$ cat src/rtl/chan_mux_pkg.sv
// Shared types and constants for the round-robin / manual channel multiplexer.
package chan_mux_pkg;

  typedef enum logic {
    EMPTY = 1'b0,
    FULL  = 1'b1
  } state_t;

  localparam int DEF_NCH = 4;
  localparam int DEF_W   = 8;

  localparam logic MODE_MANUAL = 1'b0;
  localparam logic MODE_RR     = 1'b1;

endpackage

$ cat src/rtl/chan_mux_rr_arbiter.sv
// Combinational rotating-priority search: first requester at or above ptr, wrapping at NCH-1.
module rr_arbiter #(
  parameter  int NCH = 4,
  localparam int SW  = $clog2(NCH)
) (
  input  logic [NCH-1:0] req,
  input  logic [SW-1:0]  ptr,
  output logic [SW-1:0]  gnt_idx,
  output logic           gnt_vld
);

  logic [SW-1:0] cand;

  // Walk from the farthest offset back to ptr so the closest requester wins.
  always_comb begin
    gnt_idx = '0;
    gnt_vld = 1'b0;
    cand    = '0;
    for (int i = NCH - 1; i >= 0; i--) begin
      cand = SW'((int'(ptr) + i) % NCH);
      if (req[cand]) begin
        gnt_idx = cand;
        gnt_vld = 1'b1;
      end
    end
  end

endmodule

$ cat src/rtl/chan_mux_rr.sv
// N-channel to 1 multiplexer with a single output register; manual or round-robin grant.
// Define CHAN_MUX_PKT_LOCK_EN to add in_last/out_last and hold the round-robin grant for a whole packet.
module chan_mux_rr
  import chan_mux_pkg::*;
#(
  parameter  int NCH = DEF_NCH,
  parameter  int W   = DEF_W,
  localparam int SW  = $clog2(NCH)
) (
  input  logic             clk,
  input  logic             rst_n,
  input  logic [NCH*W-1:0] in_data,
  input  logic [NCH-1:0]   in_valid,
  output logic [NCH-1:0]   in_ready,
`ifdef CHAN_MUX_PKT_LOCK_EN
  input  logic [NCH-1:0]   in_last,
`endif
  input  logic             mode,
  input  logic [SW-1:0]    sel,
  output logic [W-1:0]     out_data,
  output logic             out_valid,
`ifdef CHAN_MUX_PKT_LOCK_EN
  output logic             out_last,
`endif
  input  logic             out_ready,
  output logic [SW-1:0]    cur_ch
);

  state_t        state, state_nxt;
  logic [SW-1:0] ptr, ptr_nxt;
  logic [SW-1:0] arb_idx, gnt_idx;
  logic          arb_vld, gnt_vld;
  logic          load_ok, in_xfer, out_xfer;

`ifdef CHAN_MUX_PKT_LOCK_EN
  logic          lock_act;
  logic [SW-1:0] lock_ch;
`endif

  rr_arbiter #(.NCH(NCH)) u_arb (
    .req     (in_valid),
    .ptr     (ptr),
    .gnt_idx (arb_idx),
    .gnt_vld (arb_vld)
  );

  // Manual grant ignores in_valid; an out-of-range sel grants nothing.
  always_comb begin
    gnt_idx = '0;
    gnt_vld = 1'b0;
    if (mode == MODE_MANUAL) begin
      gnt_idx = sel;
      gnt_vld = (int'(sel) < NCH);
    end
`ifdef CHAN_MUX_PKT_LOCK_EN
    else if (lock_act) begin
      gnt_idx = lock_ch;
      gnt_vld = 1'b1;
    end
`endif
    else begin
      gnt_idx = arb_idx;
      gnt_vld = arb_vld;
    end
  end

  assign load_ok  = (state == EMPTY) || out_ready;
  assign in_xfer  = |(in_ready & in_valid);
  assign out_xfer = out_valid && out_ready;
  assign ptr_nxt  = SW'((int'(gnt_idx) + 1) % NCH);

  always_comb begin
    in_ready = '0;
    if (rst_n && load_ok && gnt_vld) in_ready[gnt_idx] = 1'b1;
  end

  always_ff @(posedge clk or negedge rst_n) begin
    if (!rst_n) state <= EMPTY;
    else        state <= state_nxt;
  end

  always_comb begin
    state_nxt = state;
    case (state)
      EMPTY:   if (in_xfer) state_nxt = FULL;
      FULL:    if (out_xfer && !in_xfer) state_nxt = EMPTY;
      default: state_nxt = EMPTY;
    endcase
  end

  always_comb begin
    out_valid = (state == FULL);
  end

  always_ff @(posedge clk or negedge rst_n) begin
    if (!rst_n) begin
      out_data <= '0;
      cur_ch   <= '0;
`ifdef CHAN_MUX_PKT_LOCK_EN
      out_last <= 1'b0;
`endif
    end else if (in_xfer) begin
      out_data <= in_data[int'(gnt_idx)*W +: W];
      cur_ch   <= gnt_idx;
`ifdef CHAN_MUX_PKT_LOCK_EN
      out_last <= in_last[gnt_idx];
`endif
    end
  end

  // Only round-robin transfers move the pointer; a packet in flight defers it to its last beat.
  always_ff @(posedge clk or negedge rst_n) begin
    if (!rst_n) begin
      ptr      <= '0;
`ifdef CHAN_MUX_PKT_LOCK_EN
      lock_act <= 1'b0;
      lock_ch  <= '0;
`endif
    end else if (in_xfer && mode == MODE_RR) begin
`ifdef CHAN_MUX_PKT_LOCK_EN
      if (!in_last[gnt_idx]) begin
        lock_act <= 1'b1;
        lock_ch  <= gnt_idx;
      end else begin
        lock_act <= 1'b0;
        ptr      <= ptr_nxt;
      end
`else
      ptr <= ptr_nxt;
`endif
    end
  end

endmodule
$ cat config.mk
export PLATFORM = sky130hd
export DESIGN_NAME = chan_mux_rr
export DESIGN_NICKNAME = d
export VERILOG_FILES = /design/src/rtl/chan_mux_pkg.sv /design/src/rtl/chan_mux_rr_arbiter.sv /design/src/rtl/chan_mux_rr.sv
export SDC_FILE = /design/constraint.sdc
export NUM_CORES = 1
export LEC_CHECK = 0
export CAP_MARGIN = 10
export CELL_PAD_IN_SITES_DETAIL_PLACEMENT = 1
export CELL_PAD_IN_SITES_GLOBAL_PLACEMENT = 2
export CORE_ASPECT_RATIO = 0.5
export CORE_UTILIZATION = 23
export CTS_BUF_LIST = sky130_fd_sc_hd__clkbuf_8
export CTS_CLUSTER_SIZE = 25
export DETAILED_ROUTE_END_ITERATION = 10
export PLACE_DENSITY_LB_ADDON = 0.1
export SYNTH_ARGS = -nofsm -noshare
export SYNTH_HDL_FRONTEND = slang
export SYNTH_SLANG_ARGS = --single-unit
$ cat constraint.sdc
create_clock -name clk -period 6.5 [get_ports clk]
set_clock_uncertainty 0.2 [all_clocks]
set_input_delay 1.625 -clock clk [delete_from_list [all_inputs] [get_ports clk]]
set_output_delay 1.625 -clock clk [all_outputs]
set_load 0.01 [all_outputs]
==> impl_metrics.csv, run 1 <==
group,metric,value,unit
cells_and_area,stdcell_area,1730,um^2
synth,synth_edf_count,0,
cells_and_area,layout_common_cells,"clkdlybuf4s50_1, mux2i_1, dfrtp_1, nor2_1, mux2_2",
cells_and_area,drive_gt1_share,13.5,%
synth,synth.avg_cell_area,10.1,um^2
pwr,power.density,275,nW/um^2
drt,drt_iter0_markers,18,
setup_path,critPathCaptureType,"output pin",
cells_and_area,fin_nets,206,
place,hpwl,2520,um
pwr,clockPowerShare,15.5,%
pwr,switching_share,35.1,%
grt,grt_max_degree,14,
clocking,postCtsSetupBuffers,0,
clocking,postCtsResizedCells,0,
setup_path,required,4680,ps
place,place_area,1680,um^2
sta,relSlewSlack,71.6,%
synth,netlist_area,1020,um^2
synth,netlist_instances,101,
sta,slew_viol_final,0,
die,die_area,4720,um^2
worst_hold_path,hold_path_class,"flip-flop to flip-flop",
pwr,p_leak,0.733,nW
setup_path,path_cells,"clkdlybuf4s50_1, a21oi_1, o41ai_4, nand2_1, nor2_1, clkdlybuf4s50_1",
die,core_area,4060,um^2
grt,antenna_found_initial,0,
place,port_buffers,56,
setup_path,ff2ff_path_depth,7,
setup_path,crit_path_start_kind,"primary input",
synth,yosys_warnings,0,
sta,final-hold-violation-count,0,
sta,post-route-min-period,5570,ps
sta,holdWs,294,ps
setup_path,crit_top_cell,"clkdlybuf4s50_1",
drt,via_per_inst,4.54,
cells_and_area,final_cells,217,
drt,routedWlPerCell,14.3,um
setup_path,worst-path-buf-inv,2,
worst_hold_path,min_to,"out_data[1]$_DFFE_PN0P_",
sta,setup_viol,0,
drt,wirelength,3100,um
clocking,h-tree-depth,1,
clocking,clockBufferDepth,2,
setup_path,cpMaxStageDelayCell,"clkdlybuf4s50_1",
drt,num_vias,986,
clocking,cts.sinks,13,
worst_hold_path,hold_start,"out_data[1]$_DFFE_PN0P_",
pwr,ir_drop,0.0763,mV
setup_path,crit_start,"in_valid[3]",
drt,drc_errors,0,
pwr,sequentialPowerShare,29.8,%
status,status,"complete, no violations",
clocking,cts_hold_buffers,0,
die,start_util,25.1,%
sta,final.setup.tns,0,ps
setup_path,slowest_delay,630,ps
synth,synth-seq-cells,13,
setup_path,critPathArrivalTime,3740,ps
clocking,cts_tree,"done",
synth,ys_async_sr_fraction,100,%
setup_path,r2r-start,"ptr[1]$_DFFE_PN0P_",
die,placementRows,16,
sta,fin_crit_sh,85.7,%
cells_and_area,layout_commonest_cell,"clkdlybuf4s50_1",
die,die_h,49.1,um
clocking,numCtsBuffers,3,
sta,max_freq,180,MHz
synth,ys.flop_type,"dfrtp_1",
job,cap_viol_max_count,0,
setup_path,path_delay_family,"buffers and inverters",
grt,grt_pass1_wl,5110,um
place,gp_congestion,0.755,
clocking,clk_latency,240,ps
sta,grt_setup_unrepaired,"false",
synth,synth_cell_type_count,28,
worst_hold_path,min_path_cells,1,
grt,grt_pass1_vias,1022,
die,die_w,96.2,um
clocking,root_buffer,"clkbuf_8",
setup_path,path_max_fanout,8,
place,dpl.cell_count,213,
die,io_pins,57,
pwr,internal_power,0.000308,W
setup_path,r2r-end,"out_data[1]$_DFFE_PN0P_",
synth,syn_nets,143,
pwr,power,0.000474,W
drt,ant_nets,0,
grt,overflow,0,
pwr,p_comb_share,54.8,%
sta,worstMarginPinSlew,414,ps
pwr,power_switching,0.000166,W
setup_path,rrSetupSlack,3800,ps
drt,firstDrtPassIters,3,
clocking,clk_transition_reported_paths,60,ps
synth,seq_area_frac_synth,31.9,%
grt,grtUsageTotal,14.6,%
setup_path,critical_path_class,"primary input to output pin",
cells_and_area,antennaDiodeCount,0,
cells_and_area,syn2layout_area_growth,69.2,%
cell families (layout without fill, tap and decap cells):
family / Yosys count / in the layout / share of synthesized area, %
AOI/OAI and AO/OA: 18 / 18 / 15.6
DFF: 13 / 13 / 31.9
and+or+nand+nor: 25 / 25 / 11.7
muxes: 36 / 36 / 36.4
buffers and inverters: 8 / 70 / 3.56
xor gates and xnor gates: 1 / 1 / 0.859
area by class of cell:
type / count / area [um^2]
fillers: 459 / 2340
multi-input cells: 80 / 669
repair buffers: 61 / 598
flip-flops and latches: 13 / 325
well taps: 54 / 67.6
clock buffers: 3 / 41.3
inverters: 5 / 18.8
clock inverters: 1 / 5.00
metrics by stage:
stage / worst slack, ps / utilization [%]
after floorplan: 1970 / -
after global placement: 946 / 41.3
after detailed placement: 958 / 41.3
after CTS: 928 / 42.5
after global routing: 806 / 42.5
final: 930 / 42.5
routing by layer:
metal  vias to the layer above  routed length, um  track usage [%]
met4                         0                  8             1.49
li1                        492                  -                -
met2                        34               1310             20.8
met1                       458               1530             20.6
met5                         -                  0                0
met3                         2                256             6.54
power groups by stage:
stage | clock, W | sequential, W | combinational (W)
2_1_floorplan | 0 | 0.000154 | 0.000119
3_3_place_gp | 0 | 0.000142 | 0.000262
3_5_place_dp | 0 | 0.000143 | 0.000263
4_1_cts | 0.0000776 | 0.000142 | 0.000264
5_1_grt | 0.0000829 | 0.000147 | 0.000283
6_report | 0.0000733 | 0.000141 | 0.000260
sequential cells by signal, indices dropped and copies added (netlist names):
register	count
ptr	2
cur_ch	2
out_data	8
out_valid	1
synth_stat cells, types with 2 or more instances:
library cell,instances,area share (%)
mux2_2,8,8.8
inv_1,5,1.8
o21ai_0,5,2.5
mux2i_1,27,27
nand2_1,7,2.6
dfrtp_1,13,32
nor2_1,9,3.3
a21oi_1,4,2.0
nand2b_1,3,1.8
buf_2,2,0.98
how the worst max path moves through the flow:
stage	end	slack, ps	depth (start not counted)
after floorplan	in_ready[0]	1970	6
after global placement	in_ready[2]	950	7
after detailed placement	in_ready[0]	960	7
after CTS	in_ready[0]	930	7
after global routing	in_ready[2]	810	7
final	in_ready[1]	930	6
Power figures use the tool's default switching activity.
==> run 2: changes to the inputs <==
--- a/config.mk
+++ b/config.mk
@@ -14,6 +14,7 @@
 export CTS_CLUSTER_SIZE = 25
 export DETAILED_ROUTE_END_ITERATION = 10
 export PLACE_DENSITY_LB_ADDON = 0.1
+export RECOVER_POWER = 100
 export SYNTH_ARGS = -nofsm -noshare
 export SYNTH_HDL_FRONTEND = slang
 export SYNTH_SLANG_ARGS = --single-unit
==> run 2 against run 1 <==
Effect of this change:
- non-clock buffer count stayed put
- total power is 5.5% lower
- cell area is 3.6% lower
- routed wire length is 1.1% lower
- via count is 1.3% higher
- critical endpoint unchanged
==> impl_metrics.csv, run 2 (synthesis results as in run 1) <==
group,metric,value,unit
drt,wirelength,3060,um
cells_and_area,syn2layout_area_growth,63.1,%
grt,overflow,0,
clocking,h-tree-depth,1,
setup_path,path_max_fanout,8,
cells_and_area,final_cells,217,
clocking,root_buffer,"clkbuf_8",
die,die_h,49.1,um
sta,setup_viol,0,
place,gp_congestion,0.755,
setup_path,critical_path_class,"primary input to output pin",
drt,routedWlPerCell,14.1,um
die,start_util,25.1,%
drt,num_vias,999,
sta,finalWorstSetupSlack,633,ps
sta,post-route-min-period,5870,ps
setup_path,rrSetupSlack,2860,ps
sta,max_freq,170,MHz
setup_path,required,4680,ps
worst_hold_path,min_to,"out_data[1]$_DFFE_PN0P_",
die,die_w,96.2,um
grt,grt_pass1_vias,1022,
place,hpwl,2520,um
drt,via_per_inst,4.60,
die,die_area,4720,um^2
cells_and_area,antennaDiodeCount,0,
cells_and_area,largest_reg_flops,8,
job,cap_viol_max_count,0,
clocking,clk_latency,240,ps
drt,drt_iter0_markers,13,
drt,firstDrtPassIters,2,
pwr,power.density,269,nW/um^2
sta,final-hold-violation-count,0,
clocking,cts_tree,"done",
die,placementRows,16,
cells_and_area,drive_gt1_share,9.82,%
drt,drc_errors,0,
sta,fin_crit_sh,90.3,%
clocking,clk_transition_reported_paths,60,ps
grt,grt_pass1_wl,5110,um
place,dpl.cell_count,213,
cells_and_area,max_flop_register,"out_data",
sta,worstMarginPinSlew,874,ps
cells_and_area,final_core_util,40.9,%
clocking,postCtsSetupBuffers,0,
cells_and_area,layout_common_cells,"clkdlybuf4s50_1, mux2i_1, dlygate4sd3_1, dfrtp_1, nor2_1",
cells_and_area,fin_nets,206,
drt,ant_nets,0,
grt,grtUsageTotal,14.6,%
setup_path,critPathCaptureType,"output pin",
sta,relSlewSlack,41.7,%
setup_path,crit_path_start_kind,"primary input",
setup_path,critPathArrivalTime,4040,ps
setup_path,ff2ff_path_depth,7,
clocking,postCtsResizedCells,0,
cells_and_area,top_regs,"out_data (8), cur_ch (2), ptr (2)",
die,core_area,4060,um^2
pwr,p_leak,0.730,nW
setup_path,r2r-end,"out_data[6]$_DFFE_PN0P_",
grt,grt_max_degree,14,
worst_hold_path,min_path_cells,1,
die,io_pins,57,
cells_and_area,fillers,468,
sta,final.setup.tns,0,ps
clocking,clockBufferDepth,2,
sta,slew_viol_final,0,
place,dp_slack,958,ps
clocking,cts_hold_buffers,0,
pwr,ir_drop,0.0725,mV
place,port_buffers,56,
cells_and_area,layout_commonest_cell,"clkdlybuf4s50_1",
worst_hold_path,hold_path_class,"flip-flop to flip-flop",
sta,grt_setup_unrepaired,"false",
grt,antenna_found_initial,0,
status,status,"complete, no violations",
clocking,numCtsBuffers,3,
setup_path,r2r-start,"ptr[1]$_DFFE_PN0P_",
worst_hold_path,hold_start,"out_data[1]$_DFFE_PN0P_",
clocking,cts.sinks,13,
-- run 2: layout make-up --
type | count | area [um^2] | area share (%)
Clock buffer | 3 | 41.3 | 2.48
Clock inverter | 1 | 5.00 | 0.301
Inverter | 5 | 18.8 | 1.13
Multi-Input combinational cell | 80 | 618 | 37.2
Sequential cell | 13 | 325 | 19.6
Tap cell | 54 | 67.6 | 4.06
Timing Repair Buffer | 61 | 587 | 35.3
-- run 2: worst max-delay path, cell delays in order --
cell	delay, ps
dlygate4sd3_1	700
a21oi_1	140
o41ai_1	610
nand2_1	220
nor2_1	130
dlygate4sd3_1	620
-- run 2: worst max-delay path by stage --
| stage | depth (start not counted) | slack, ps | to | startpoint |
|---|---|---|---|---|
| floorplan | 6 | 1970 | in_ready[0] | in_valid[3] |
| global placement | 7 | 950 | in_ready[2] | in_valid[0] |
| detailed placement | 7 | 960 | in_ready[0] | in_valid[0] |
| CTS | 7 | 930 | in_ready[0] | in_valid[0] |
| global route | 6 | 430 | in_ready[3] | in_valid[3] |
| finish | 6 | 630 | in_ready[1] | in_valid[3] |
-- run 2: stage by stage --
step	hold slack, ps	instance area (um^2)	power, W
2_1_floorplan	319	1020	0.000273
3_3_place_gp	271	1680	0.000404
3_5_place_dp	288	1680	0.000405
4_1_cts	302	1730	0.000484
5_1_grt	300	1660	0.000486
6_report	294	1660	0.000448
-- run 2: routing by layer --
| layer | part of all wire [%] | wire, um | up-vias | global-route usage, % |
|---|---|---|---|---|
| met2 | 44 | 1340 | 34 | 20.8 |
| met1 | 48 | 1460 | 471 | 20.6 |
| met5 | 0 | 0 | - | 0 |
| met3 | 8.3 | 255 | 2 | 6.54 |
| li1 | - | - | 492 | - |
| met4 | 0.26 | 8 | 0 | 1.49 |
-- run 2: report_power, final --
part,total [W],leakage [nW],switching [W],internal (W)
logic,0.000234,0.550,0.000105,0.000130
registers,0.000140,0.155,0.0000230,0.000117
clock network,0.0000738,0.0255,0.0000314,0.0000424
total,0.000448,0.730,0.000159,0.000289
